==> config.mk <==
export PLATFORM = sky130hd
export DESIGN_NAME = adc_channel_scanner_flat
export DESIGN_NICKNAME = d
export VERILOG_FILES = /design/src/rtl/adc_channel_scanner_pkg.sv /design/src/rtl/adc_channel_scanner_if.sv /design/src/rtl/adc_channel_scanner_accum.sv /design/src/rtl/adc_channel_scanner.sv /design/src/flat_wrapper.sv
export SDC_FILE = /design/constraint.sdc
export NUM_CORES = 1
export LEC_CHECK = 0
export CELL_PAD_IN_SITES_DETAIL_PLACEMENT = 0
export CELL_PAD_IN_SITES_GLOBAL_PLACEMENT = 2
export CORE_MARGIN = 5
export CORE_UTILIZATION = 30
export CTS_CLUSTER_SIZE = 14
export DETAILED_ROUTE_END_ITERATION = 6
export PLACE_DENSITY_LB_ADDON = 0.25
export SLEW_MARGIN = 20
export SYNTH_ARGS = -nofsm -noshare
export SYNTH_HDL_FRONTEND = slang
export SYNTH_SLANG_ARGS = --single-unit
==> constraint.sdc <==
create_clock -name adcClk -period 5.4 [get_ports adcClk]
set_input_delay 0.54 -clock adcClk [delete_from_list [all_inputs] [get_ports adcClk]]
set_output_delay 0.54 -clock adcClk [all_outputs]
set_load 0.1 [all_outputs]
==> src/rtl/adc_channel_scanner_pkg.sv <==
// Shared constants, FSM encodings and channel-pick helper for the ADC channel scanner.
package adc_scan_pkg;

   localparam int ADC_MAX_CHANNELS = 8;

   localparam logic [2:0] ST_IDLE   = 3'd0;
   localparam logic [2:0] ST_SELECT = 3'd1;
   localparam logic [2:0] ST_SETTLE = 3'd2;
   localparam logic [2:0] ST_ACCUM  = 3'd3;
   localparam logic [2:0] ST_REPORT = 3'd4;
   localparam logic [2:0] ST_DONE   = 3'd5;

   typedef struct packed {
      logic       found;
      logic [2:0] idx;
   } chan_pick_t;

   function automatic logic nch_ok(input int n);
      return (n >= 1) && (n <= ADC_MAX_CHANNELS);
   endfunction

   // Scanning downwards leaves the lowest set bit as the final winner.
   function automatic chan_pick_t pick_lowest(input logic [7:0] mask);
      chan_pick_t p;
      p.found = 1'b0;
      p.idx   = 3'd0;
      for (int i = 7; i >= 0; i--) begin
         if (mask[i]) begin
            p.found = 1'b1;
            p.idx   = 3'(i);
         end else begin
            p = p;
         end
      end
      return p;
   endfunction

endpackage

==> src/rtl/adc_channel_scanner_if.sv <==
// Control, sample and result bundle between the scan controller and the scanner.
interface adc_channel_scanner_if #(
   parameter int NCH      = 8,
   parameter int W        = 16,
   parameter int MAX_LOG2 = 12
);
   localparam int LOG2_W = $clog2(MAX_LOG2 + 1);

   logic                  start;
   logic                  abort;
   logic [NCH-1:0]        channelEnable;
   logic [LOG2_W-1:0]     samplesLog2;
   logic [NCH*W-1:0]      adcLogicalData;
   logic [NCH-1:0]        adcLogicalValid;

   logic                  busy;
   logic                  done;
   logic                  resultValid;
   logic [2:0]            resultChannel;
   logic [W+MAX_LOG2-1:0] resultSum;
   logic [W-1:0]          resultMin;
   logic [W-1:0]          resultMax;
   logic [MAX_LOG2:0]     resultCount;
   logic                  resultTimeout;

   modport master (
      output start, abort, channelEnable, samplesLog2, adcLogicalData, adcLogicalValid,
      input  busy, done, resultValid, resultChannel, resultSum, resultMin, resultMax,
             resultCount, resultTimeout
   );

   modport slave (
      input  start, abort, channelEnable, samplesLog2, adcLogicalData, adcLogicalValid,
      output busy, done, resultValid, resultChannel, resultSum, resultMin, resultMax,
             resultCount, resultTimeout
   );
endinterface

==> src/rtl/adc_channel_scanner_accum.sv <==
// Sum/min/max/count engine; outputs are the next-state values so the final sample
// can be captured into the result registers on the same edge that accepts it.
module adc_stat_accumulator #(
   parameter int ADC_WIDTH = 16,
   parameter int MAX_LOG2  = 12
) (
   input  logic                                 clk,
   input  logic                                 rst,
   input  logic                                 clr_i,
   input  logic                                 en_i,
   input  logic signed [ADC_WIDTH-1:0]          sample_i,
   output logic signed [ADC_WIDTH+MAX_LOG2-1:0] sum_o,
   output logic signed [ADC_WIDTH-1:0]          min_o,
   output logic signed [ADC_WIDTH-1:0]          max_o,
   output logic        [MAX_LOG2:0]             count_o
);
   localparam int SUM_W = ADC_WIDTH + MAX_LOG2;
   localparam logic signed [ADC_WIDTH-1:0] MIN_INIT = {1'b0, {(ADC_WIDTH-1){1'b1}}};
   localparam logic signed [ADC_WIDTH-1:0] MAX_INIT = {1'b1, {(ADC_WIDTH-1){1'b0}}};

   logic signed [SUM_W-1:0]     sum_q, sum_d;
   logic signed [ADC_WIDTH-1:0] min_q, min_d;
   logic signed [ADC_WIDTH-1:0] max_q, max_d;
   logic        [MAX_LOG2:0]    count_q, count_d;
   logic signed [SUM_W-1:0]     sample_ext_s;

   assign sample_ext_s = {{MAX_LOG2{sample_i[ADC_WIDTH-1]}}, sample_i};

   // Next-state statistics: clear wins over accumulate.
   always_comb begin
      sum_d   = sum_q;
      min_d   = min_q;
      max_d   = max_q;
      count_d = count_q;
      if (clr_i) begin
         sum_d   = '0;
         min_d   = MIN_INIT;
         max_d   = MAX_INIT;
         count_d = '0;
      end else if (en_i) begin
         sum_d   = sum_q + sample_ext_s;
         min_d   = (sample_i < min_q) ? sample_i : min_q;
         max_d   = (sample_i > max_q) ? sample_i : max_q;
         count_d = count_q + 1'b1;
      end else begin
         count_d = count_q;
      end
   end

   // Statistics state registers.
   always_ff @(posedge clk or posedge rst) begin
      if (rst) begin
         sum_q   <= '0;
         min_q   <= MIN_INIT;
         max_q   <= MAX_INIT;
         count_q <= '0;
      end else begin
         sum_q   <= sum_d;
         min_q   <= min_d;
         max_q   <= max_d;
         count_q <= count_d;
      end
   end

   assign sum_o   = sum_d;
   assign min_o   = min_d;
   assign max_o   = max_d;
   assign count_o = count_d;

endmodule

==> src/rtl/adc_channel_scanner.sv <==
// Scans enabled logical ADC channels in ascending order through one shared
// statistics engine, with settling discard, per-sample timeout and abort.
module adc_channel_scanner
   import adc_scan_pkg::*;
#(
   parameter int ADC_NUM_CHANNELS = 8,
   parameter int ADC_WIDTH        = 16,
   parameter int MAX_LOG2         = 12,
   parameter int SETTLE_SAMPLES   = 4,
   parameter int TIMEOUT_CYCLES   = 4096
) (
   input  logic                 adcClk,
   input  logic                 adcReset,
   adc_channel_scanner_if.slave scan_if
);
   localparam int LOG2_W = $clog2(MAX_LOG2 + 1);
   localparam int SUM_W  = ADC_WIDTH + MAX_LOG2;
   localparam int CNT_W  = MAX_LOG2 + 1;
   localparam int SET_W  = $clog2(SETTLE_SAMPLES + 2);
   localparam int TMO_W  = $clog2(TIMEOUT_CYCLES + 1);
   localparam logic [ADC_NUM_CHANNELS-1:0] CH_ONE = ADC_NUM_CHANNELS'(1);

   if (!nch_ok(ADC_NUM_CHANNELS)) begin : g_nch_check
      $error("adc_channel_scanner: ADC_NUM_CHANNELS must be between 1 and 8");
   end

   logic [2:0]                  state_q, state_d;
   logic [ADC_NUM_CHANNELS-1:0] rem_q, rem_d;
   logic [LOG2_W-1:0]           log2_q, log2_d;
   logic [2:0]                  chan_q, chan_d;
   logic [SET_W-1:0]            settle_q, settle_d;
   logic [TMO_W-1:0]            tmo_q, tmo_d;
   logic                        busy_q, busy_d;
   logic                        done_q, done_d;
   logic                        rvalid_q, rvalid_d;
   logic                        timeout_flag_s;
   logic                        load_res_s;

   logic [2:0]                  res_chan_q;
   logic signed [SUM_W-1:0]     res_sum_q;
   logic signed [ADC_WIDTH-1:0] res_min_q, res_max_q;
   logic [CNT_W-1:0]            res_cnt_q;
   logic                        res_tmo_q;

   logic [7:0]                  valid_ext_s;
   logic [8*ADC_WIDTH-1:0]      data_ext_s;
   logic [ADC_WIDTH-1:0]        data_arr_s [8];
   logic signed [ADC_WIDTH-1:0] sample_s;
   logic                        strobe_s;
   chan_pick_t                  pick_s;
   logic [CNT_W-1:0]            target_s;

   logic                        acc_clr_s, acc_en_s;
   logic signed [SUM_W-1:0]     acc_sum_s;
   logic signed [ADC_WIDTH-1:0] acc_min_s, acc_max_s;
   logic [CNT_W-1:0]            acc_cnt_s;

   assign valid_ext_s = 8'(scan_if.adcLogicalValid);
   assign data_ext_s  = (8*ADC_WIDTH)'(scan_if.adcLogicalData);

   for (genvar g = 0; g < 8; g++) begin : g_data_split
      assign data_arr_s[g] = data_ext_s[g*ADC_WIDTH +: ADC_WIDTH];
   end

   assign sample_s  = data_arr_s[chan_q];
   assign strobe_s  = valid_ext_s[chan_q];
   assign pick_s    = pick_lowest(8'(rem_q));
   assign target_s  = CNT_W'(1) << log2_q;
   assign acc_clr_s = (state_q == ST_SELECT);
   assign acc_en_s  = (state_q == ST_ACCUM) && strobe_s;

   adc_stat_accumulator #(
      .ADC_WIDTH (ADC_WIDTH),
      .MAX_LOG2  (MAX_LOG2)
   ) u_stat (
      .clk      (adcClk),
      .rst      (adcReset),
      .clr_i    (acc_clr_s),
      .en_i     (acc_en_s),
      .sample_i (sample_s),
      .sum_o    (acc_sum_s),
      .min_o    (acc_min_s),
      .max_o    (acc_max_s),
      .count_o  (acc_cnt_s)
   );

   // Scan FSM next-state, channel selection and timeout counting.
   always_comb begin
      state_d        = state_q;
      rem_d          = rem_q;
      log2_d         = log2_q;
      chan_d         = chan_q;
      settle_d       = settle_q;
      tmo_d          = tmo_q;
      busy_d         = busy_q;
      done_d         = 1'b0;
      load_res_s     = 1'b0;
      timeout_flag_s = 1'b0;
      if (scan_if.abort) begin
         state_d = ST_IDLE;
         busy_d  = 1'b0;
      end else begin
         case (state_q)
            ST_IDLE: begin
               if (scan_if.start) begin
                  rem_d   = scan_if.channelEnable;
                  log2_d  = (scan_if.samplesLog2 > LOG2_W'(MAX_LOG2)) ?
                            LOG2_W'(MAX_LOG2) : scan_if.samplesLog2;
                  busy_d  = 1'b1;
                  state_d = ST_SELECT;
               end else begin
                  state_d = ST_IDLE;
               end
            end
            ST_SELECT: begin
               if (pick_s.found) begin
                  chan_d   = pick_s.idx;
                  rem_d    = rem_q & ~(CH_ONE << pick_s.idx);
                  settle_d = '0;
                  tmo_d    = '0;
                  state_d  = (SETTLE_SAMPLES == 0) ? ST_ACCUM : ST_SETTLE;
               end else begin
                  busy_d  = 1'b0;
                  done_d  = 1'b1;
                  state_d = ST_DONE;
               end
            end
            ST_SETTLE: begin
               if (strobe_s) begin
                  tmo_d = '0;
                  if (settle_q == SET_W'(SETTLE_SAMPLES - 1)) begin
                     state_d = ST_ACCUM;
                  end else begin
                     settle_d = settle_q + SET_W'(1);
                  end
               end else if (tmo_q == TMO_W'(TIMEOUT_CYCLES - 1)) begin
                  load_res_s     = 1'b1;
                  timeout_flag_s = 1'b1;
                  state_d        = ST_REPORT;
               end else begin
                  tmo_d = tmo_q + TMO_W'(1);
               end
            end
            ST_ACCUM: begin
               if (strobe_s) begin
                  tmo_d = '0;
                  if (acc_cnt_s == target_s) begin
                     load_res_s = 1'b1;
                     state_d    = ST_REPORT;
                  end else begin
                     state_d = ST_ACCUM;
                  end
               end else if (tmo_q == TMO_W'(TIMEOUT_CYCLES - 1)) begin
                  load_res_s     = 1'b1;
                  timeout_flag_s = 1'b1;
                  state_d        = ST_REPORT;
               end else begin
                  tmo_d = tmo_q + TMO_W'(1);
               end
            end
            ST_REPORT: state_d = ST_SELECT;
            ST_DONE:   state_d = ST_IDLE;
            default: begin
               state_d = ST_IDLE;
               busy_d  = 1'b0;
            end
         endcase
      end
      rvalid_d = load_res_s;
   end

   // FSM and control registers.
   always_ff @(posedge adcClk or posedge adcReset) begin
      if (adcReset) begin
         state_q  <= ST_IDLE;
         rem_q    <= '0;
         log2_q   <= '0;
         chan_q   <= '0;
         settle_q <= '0;
         tmo_q    <= '0;
         busy_q   <= 1'b0;
         done_q   <= 1'b0;
         rvalid_q <= 1'b0;
      end else begin
         state_q  <= state_d;
         rem_q    <= rem_d;
         log2_q   <= log2_d;
         chan_q   <= chan_d;
         settle_q <= settle_d;
         tmo_q    <= tmo_d;
         busy_q   <= busy_d;
         done_q   <= done_d;
         rvalid_q <= rvalid_d;
      end
   end

   // Result registers hold until the next report; an empty channel reports min/max as 0.
   always_ff @(posedge adcClk or posedge adcReset) begin
      if (adcReset) begin
         res_chan_q <= '0;
         res_sum_q  <= '0;
         res_min_q  <= '0;
         res_max_q  <= '0;
         res_cnt_q  <= '0;
         res_tmo_q  <= 1'b0;
      end else if (load_res_s) begin
         res_chan_q <= chan_q;
         res_sum_q  <= acc_sum_s;
         res_min_q  <= (acc_cnt_s == '0) ? '0 : acc_min_s;
         res_max_q  <= (acc_cnt_s == '0) ? '0 : acc_max_s;
         res_cnt_q  <= acc_cnt_s;
         res_tmo_q  <= timeout_flag_s;
      end
   end

   assign scan_if.busy          = busy_q;
   assign scan_if.done          = done_q;
   assign scan_if.resultValid   = rvalid_q;
   assign scan_if.resultChannel = res_chan_q;
   assign scan_if.resultSum     = res_sum_q;
   assign scan_if.resultMin     = res_min_q;
   assign scan_if.resultMax     = res_max_q;
   assign scan_if.resultCount   = res_cnt_q;
   assign scan_if.resultTimeout = res_tmo_q;

endmodule

==> src/flat_wrapper.sv <==
// flat-port wrapper written by rule: the top's interface ports become plain ports
module adc_channel_scanner_flat import adc_scan_pkg::*;
#(
   parameter int ADC_NUM_CHANNELS = 8,
   parameter int ADC_WIDTH        = 16,
   parameter int MAX_LOG2         = 12,
   parameter int SETTLE_SAMPLES   = 4,
   parameter int TIMEOUT_CYCLES   = 4096
)
  (adcClk, adcReset, scan_if_start, scan_if_abort, scan_if_channelEnable, scan_if_samplesLog2, scan_if_adcLogicalData, scan_if_adcLogicalValid, scan_if_busy, scan_if_done, scan_if_resultValid, scan_if_resultChannel, scan_if_resultSum, scan_if_resultMin, scan_if_resultMax, scan_if_resultCount, scan_if_resultTimeout);
  adc_channel_scanner_if #(.NCH((8)), .W((16)), .MAX_LOG2(MAX_LOG2)) scan_if_i ();
  input  logic adcClk;
  input  logic adcReset;
  input wire logic [$bits(scan_if_i.start)-1:0] scan_if_start;
  input wire logic [$bits(scan_if_i.abort)-1:0] scan_if_abort;
  input wire logic [$bits(scan_if_i.channelEnable)-1:0] scan_if_channelEnable;
  input wire logic [$bits(scan_if_i.samplesLog2)-1:0] scan_if_samplesLog2;
  input wire logic [$bits(scan_if_i.adcLogicalData)-1:0] scan_if_adcLogicalData;
  input wire logic [$bits(scan_if_i.adcLogicalValid)-1:0] scan_if_adcLogicalValid;
  output wire logic [$bits(scan_if_i.busy)-1:0] scan_if_busy;
  output wire logic [$bits(scan_if_i.done)-1:0] scan_if_done;
  output wire logic [$bits(scan_if_i.resultValid)-1:0] scan_if_resultValid;
  output wire logic [$bits(scan_if_i.resultChannel)-1:0] scan_if_resultChannel;
  output wire logic [$bits(scan_if_i.resultSum)-1:0] scan_if_resultSum;
  output wire logic [$bits(scan_if_i.resultMin)-1:0] scan_if_resultMin;
  output wire logic [$bits(scan_if_i.resultMax)-1:0] scan_if_resultMax;
  output wire logic [$bits(scan_if_i.resultCount)-1:0] scan_if_resultCount;
  output wire logic [$bits(scan_if_i.resultTimeout)-1:0] scan_if_resultTimeout;
  assign scan_if_i.start = scan_if_start;
  assign scan_if_i.abort = scan_if_abort;
  assign scan_if_i.channelEnable = scan_if_channelEnable;
  assign scan_if_i.samplesLog2 = scan_if_samplesLog2;
  assign scan_if_i.adcLogicalData = scan_if_adcLogicalData;
  assign scan_if_i.adcLogicalValid = scan_if_adcLogicalValid;
  assign scan_if_busy = scan_if_i.busy;
  assign scan_if_done = scan_if_i.done;
  assign scan_if_resultValid = scan_if_i.resultValid;
  assign scan_if_resultChannel = scan_if_i.resultChannel;
  assign scan_if_resultSum = scan_if_i.resultSum;
  assign scan_if_resultMin = scan_if_i.resultMin;
  assign scan_if_resultMax = scan_if_i.resultMax;
  assign scan_if_resultCount = scan_if_i.resultCount;
  assign scan_if_resultTimeout = scan_if_i.resultTimeout;
  adc_channel_scanner #(.ADC_NUM_CHANNELS(ADC_NUM_CHANNELS), .ADC_WIDTH(ADC_WIDTH), .MAX_LOG2(MAX_LOG2), .SETTLE_SAMPLES(SETTLE_SAMPLES), .TIMEOUT_CYCLES(TIMEOUT_CYCLES)) u_core (.adcClk(adcClk), .adcReset(adcReset), .scan_if(scan_if_i));
endmodule
==> flow_summary_export.csv, run 1 <==
group,metric,value,unit
run_status,status,"finished clean",
die,ios,232,
global_route,first_global_vias,9887,
logic_synthesis,synth_edf_count,0,
die,dieArea,43040,µm²
global_route,grt_pass1_wl,59640,µm
clock_tree,cts.sinks,187,
clock_tree,clockRootBuffer,"clkbuf_16",
route,dr.pass1.iters,5,
route,drt_wl_total,38300,µm
timing,setup_tns,0,ns
clock_tree,clk_latency,0.45,ns
route,postRouteAntennaNets,0,
timing,finalHoldViolCount,0,
logic_synthesis,synth_area,11700,µm²
pwr,power,0.006690,W
pwr,vdd_ir_drop_max,247.7,µV
die,initial_utilization,0.3027,
final_layout,diodes,0,
placement,port_buffers,231,
final_layout,multi_input_area,6539,µm²
clock_tree,post_cts_resize_count,0,
pwr,leakage,6.766,nW
logic_synthesis,yosysMostFrequentCell,"dfrtp_1",
setup_path,worst_ep_arrival_time,5.18,ns
timing,max_freq,0.2065,GHz
route,wire_per_inst,20.06,µm
clock_tree,clk_path_buf_depth,2,
clock_tree,clk_pin_slew,0.08,ns
clock_tree,cts_setup_buffers,0,
timing,min_period_over_period,0.8968,
placement,gp_congestion,0.8741,
die,core_area,38650,µm²
setup_path,start_kind,"flop",
global_route,grt_use_total,0.1759,
logic_synthesis,yosysWarnings,0,
clock_tree,cts-buffers-inserted,17,
setup_path,cp-end-kind,"flop",
route,drt_iter0_drc,656,
timing,maxSlewViolCount,0,
final_layout,drive_gt1_frac,0.1567,
logic_synthesis,synth_fp_nets,1377,
pwr,p_per_area,439.0,nW/µm²
final_layout,seq_area,4701,µm²
die,fp.dieH,207.5,µm
setup_path,rrSetupSlack,0.56,ns
global_route,grt_max_degree,88,
die,die_x,207.5,µm
logic_synthesis,synth_seq_area_share,0.4018,
logic_synthesis,postSynthCellCount,1161,
final_layout,fillers,3852,
route,routed_via_density,5.102,
clock_tree,cts_tree,"built",
logic_synthesis,synth.top_cell.area_share,0.3658,
logic_synthesis,synth.cells.most_frequent,"dfrtp_1 (171), nand2_1 (123), a21oi_1 (89)",
timing,finClkSkew,0.01212,ns
logic_synthesis,ys.flop_type,"dfrtp_1",
placement,dpl.hpwl,28900,µm
clock_tree,h-tree-depth,4,
timing,max_slew_margin,0.3100,
min_path,worstHoldPathType,"in2async",
timing,tightestPinTransition,1.032,ns
route,drc_errors,0,
final_layout,nets,1594,
setup_path,path_class,"reg2reg",
final_layout,area_growth,30.27,%
global_route,antenna_found_initial,0,
logic_synthesis,async_flop_share,1.000,
setup_path,critical_path_required,5.74,ns
timing,finalCriticalPeriod,4.843,ns
logic_synthesis,ys_ff_latch,187,
logic_synthesis,ys_types,70,
route,vias,9740,
timing,rsz0062_at_grt,"no",
logic_synthesis,yosys.area.top_type,"dfrtp_1",
setup_path,worstPathMaxFanout,9,
clock_tree,hold_buffers,0,
logic_synthesis,synthTopCellsByArea,"dfrtp_1 (37%), mux2_2 (8.0%), ha_1 (6.7%)",
timing,setup_viol,0,
logic_synthesis,avgSynthCellArea,10.08,µm²
die,row_count,72,
run,max-cap-violations,0,
global_route,gr-total-overflow,0,
[worst max-delay path, stage by stage, from the launching register on]
cell,delay [ns]
dfrtp_2,0.55
buf_4,0.29
mux4_2,0.54
mux2i_1,0.31
buf_4,0.25
inv_1,0.09
ha_1,0.21
fa_1,0.43
a211oi_1,0.28
o21ai_0,0.16
a31oi_1,0.26
o21ai_0,0.17
a211oi_1,0.35
buf_4,0.18
o31ai_1,0.09
xnor2_1,0.13
o21ai_0,0.14
mux2_2,0.30
[final timing paths]
check                                        start                           end  cells after the start
min                                       adcReset       u_core.u_stat.sum_q[13]                      2
max reg2reg                       u_core.chan_q[0]  u_core.scan_if.resultSum[26]                     17
min in group adcClk        u_core.u_stat.sum_q[27]       u_core.u_stat.sum_q[27]                      1
max                               u_core.chan_q[0]  u_core.scan_if.resultSum[26]                     17
min reg2reg                u_core.u_stat.sum_q[27]       u_core.u_stat.sum_q[27]                      1
max in group asynchronous                 adcReset              u_core.chan_q[0]                      3
[metrics by stage]
step / hold WS, ns / area [µm²] / cells / utilization / setup WS (ns)
2_1_floorplan: 0.4393 / 11700 / 1161 / - / 0.7950
3_3_place_gp: 0.4644 / 14640 / 1877 / 0.3789 / 0.4044
3_5_place_dp: 0.4688 / 14640 / 1877 / 0.3789 / 0.3698
4_1_cts: 0.4508 / 15240 / 1909 / 0.3943 / 0.5319
5_1_grt: 0.4913 / 15240 / 1909 / 0.3943 / 0.2533
6_report: 0.4691 / 15240 / 1909 / 0.3943 / 0.5574
[metal layers]
metal,up-vias,track usage,wire (µm)
li1,4681,-,-
met3,30,0.03415,1644
met4,0,0.04172,553
met5,-,0,0
met1,4782,0.2511,18830
met2,247,0.2769,17270
[cell families after synthesis]
logic type | synth area share
and+or+nand+nor | 0.1504
xor gates and xnor gates | 0.01947
adders and majority gates | 0.06910
buffers and inverters | 0.04097
muxes | 0.1958
DFF | 0.4018
AOI/OAI and AO/OA | 0.1225
[report_power, final]
part	leakage, nW	total (W)	internal (W)	switching, W
logic	3.96	0.00354	0.00143	0.00211
clock network	0.285	0.00131	0.000713	0.000593
registers	2.52	0.00185	0.00162	0.000225
[registers in the layout, indices dropped and copies added, names as in the netlist]
signal / count
u_core.chan_q: 3
u_core.log2_q: 4
u_core.rem_q: 8
u_core.scan_if.busy: 1
u_core.scan_if.done: 1
u_core.scan_if.resultChannel: 3
u_core.scan_if.resultCount: 13
u_core.scan_if.resultMax: 16
u_core.scan_if.resultMin: 16
u_core.scan_if.resultSum: 28
u_core.scan_if.resultTimeout: 1
u_core.scan_if.resultValid: 1
u_core.settle_q: 3
u_core.state_q: 3
u_core.tmo_q: 13
u_core.u_stat.count_q: 13
u_core.u_stat.max_q: 16
u_core.u_stat.min_q: 16
u_core.u_stat.sum_q: 28
[cells in the final DEF, fill, tap and decap left out, types with 18 or more instances in the layout]
cell type        count
inv_1               46
nand2_1            123
o21ai_0             56
nor3_1              46
a21oi_1             89
buf_4               27
dfrtp_1            170
mux2i_1             42
mux2_2              83
clkdlybuf4s50_1    231
ha_1                63
nand4_1             18
nor2_1              83
a21o_1              20
mux4_2              34
[cell type report]
type,count,area share
timing repair buffer,261,0.1690
clock inverter,12,0.009114
inverter,47,0.01182
tap,518,0.04253
clock buffer,20,0.02997
multi-input combinational,864,0.4291
sequential,187,0.3085
Note: power is estimated with default switching activity, not from simulation.
==> run 2: changes to the inputs <==
--- a/config.mk
+++ b/config.mk
@@ -5,10 +5,11 @@
 export SDC_FILE = /design/constraint.sdc
 export NUM_CORES = 1
 export LEC_CHECK = 0
+export ABC_CLOCK_PERIOD_IN_PS = 5400
 export CELL_PAD_IN_SITES_DETAIL_PLACEMENT = 0
-export CELL_PAD_IN_SITES_GLOBAL_PLACEMENT = 2
+export CELL_PAD_IN_SITES_GLOBAL_PLACEMENT = 1
 export CORE_MARGIN = 5
-export CORE_UTILIZATION = 30
+export CORE_UTILIZATION = 37
 export CTS_CLUSTER_SIZE = 14
 export DETAILED_ROUTE_END_ITERATION = 6
 export PLACE_DENSITY_LB_ADDON = 0.25
==> flow_summary_export.csv, run 2 (synthesis gave the netlist of run 1 again) <==
group,metric,value,unit
route,wire_per_inst,19.21,µm
clock_tree,h-tree-depth,4,
min_path,worstHoldPathType,"reg2reg",
placement,placed_cells,1759,
route,vias,9619,
setup_path,worstPathMaxFanout,20,
route,routed_via_density,5.371,
setup_path,cp-end-kind,"flop",
timing,finalHoldViolCount,0,
global_route,first_global_vias,9689,
clock_tree,clockRootBuffer,"clkbuf_16",
placement,port_buffers,231,
placement,dpl_cell_area,14510,µm²
final_layout,final_common_cell,"clkdlybuf4s50_1",
clock_tree,cts.sinks,187,
global_route,grt_use_total,0.1931,
timing,finClkSkew,0.01557,ns
timing,maxSlewViolCount,0,
timing,min_period_over_period,0.8729,
die,initial_utilization,0.3726,
global_route,grt_pass1_wl,54900,µm
timing,max_slew_margin,0.2707,
route,drt_wl_total,34400,µm
clock_tree,clk_path_buf_depth,2,
final_layout,stdcell_count,1791,
clock_tree,hold_buffers,0,
timing,max_freq,0.2121,GHz
setup_path,critical_path_required,5.73,ns
final_layout,drive_gt1_frac,0.1548,
die,dieArea,35270,µm²
route,dr.pass1.iters,5,
die,core_area,31390,µm²
clock_tree,cts_setup_buffers,0,
setup_path,worst_ep_arrival_time,5.05,ns
route,drc_errors,0,
final_layout,finish.utilization,0.4815,
clock_tree,clk_pin_slew,0.08,ns
timing,tightestPinTransition,1.091,ns
clock_tree,post_cts_resize_count,0,
final_layout,fin_area,15120,µm²
clock_tree,cts_tree,"built",
die,die_x,187.8,µm
timing,setup_tns,0,ns
setup_path,path_class,"reg2reg",
clock_tree,cts-buffers-inserted,17,
pwr,leakage,6.771,nW
final_layout,nets,1592,
route,drt_iter0_drc,671,
setup_path,start_kind,"flop",
global_route,gr-total-overflow,0,
clock_tree,clk_latency,0.45,ns
run_status,status,"finished clean",
die,row_count,65,
timing,rsz0062_at_grt,"no",
final_layout,diodes,0,
die,fp.dieH,187.8,µm
route,postRouteAntennaNets,0,
final_layout,most-common-layout-cells,"clkdlybuf4s50_1 (231), dfrtp_1 (170), nand2_1 (123)",
pwr,vdd_ir_drop_max,262.0,µV
pwr,p_per_area,435.9,nW/µm²
final_layout,area_growth,29.23,%
timing,finalCriticalPeriod,4.714,ns
placement,dpl.hpwl,25880,µm
global_route,antenna_found_initial,0,
timing,setup_viol,0,
die,ios,232,
global_route,grt_max_degree,127,
placement,gp_congestion,0.8620,
run,max-cap-violations,0,
[run 2: cell types whose count changed in the layout (fill, tap and decap cells not counted)]
cell,previous run,this run
buf_12,3,5
inv_8,1,0
clkinv_2,2,1
buf_4,27,23
inv_6,2,4
clkbuf_8,2,1
clkbuf_1,1,2
clkinvlp_4,4,3
bufinv_16,2,3
[run 2: area by class of cell]
| cell class | count | area, µm² |
|---|---|---|
| flip-flops and latches | 187 | 4701 |
| fillers | 2953 | 16280 |
| multi-input cells | 864 | 6539 |
| clock inverters | 12 | 162.7 |
| repair buffers | 259 | 2585 |
| clock buffers | 20 | 446.7 |
| inverters | 47 | 180.2 |
| well taps | 402 | 503.0 |
[run 2: metal layers]
layer,part of all wire,track usage
met3,0.034,0.03481
met1,0.47,0.2654
met5,0,0
met2,0.48,0.3184
met4,0.016,0.04743
[run 2: stage by stage]
stage	total power, W	hold WS (ns)	setup WS [ns]
2_1_floorplan	0.004326	0.4393	0.7950
3_5_place_dp	0.005282	0.4739	0.6772
3_3_place_gp	0.005267	0.4662	0.8034
5_1_grt	0.007086	0.4963	0.3997
4_1_cts	0.006642	0.4853	0.6571
6_report	0.006589	0.4827	0.6863
[run 2: power breakdown]
part	internal [W]	total [W]	switching, W	leakage, nW
Clock	0.000748	0.00133	0.000583	0.292
Combinational	0.00141	0.00338	0.00197	3.96
Sequential	0.00162	0.00188	0.000255	2.52
[run 2: path summary, 6_finish.rpt]
kind                                         start                            to  slack, ns  cells after the start
worst max-delay path              u_core.chan_q[0]   u_core.scan_if.resultMin[4]       0.69                     14
worst min-delay path            u_core.settle_q[0]            u_core.settle_q[0]       0.48                      1
worst max register to register    u_core.chan_q[0]   u_core.scan_if.resultMin[4]       0.69                     14
worst min register to register  u_core.settle_q[0]            u_core.settle_q[0]       0.48                      1
max in group asynchronous                 adcReset  u_core.scan_if.resultSum[23]       4.10                      3
min in group asynchronous                 adcReset        u_core.u_stat.max_q[6]       0.65                      3
[run 2: critical path, cell delays in order, from the launching register on]
cell	delay (ns)
dfrtp_2	0.77
buf_4	0.37
mux4_2	0.52
mux2_2	0.36
ha_1	0.31
a21o_1	0.16
a21o_1	0.16
a21oi_1	0.17
nor3_1	0.07
or3b_2	0.47
mux2i_2	0.23
buf_4	0.28
mux2i_1	0.29
a21oi_1	0.13
mux2_2	0.29
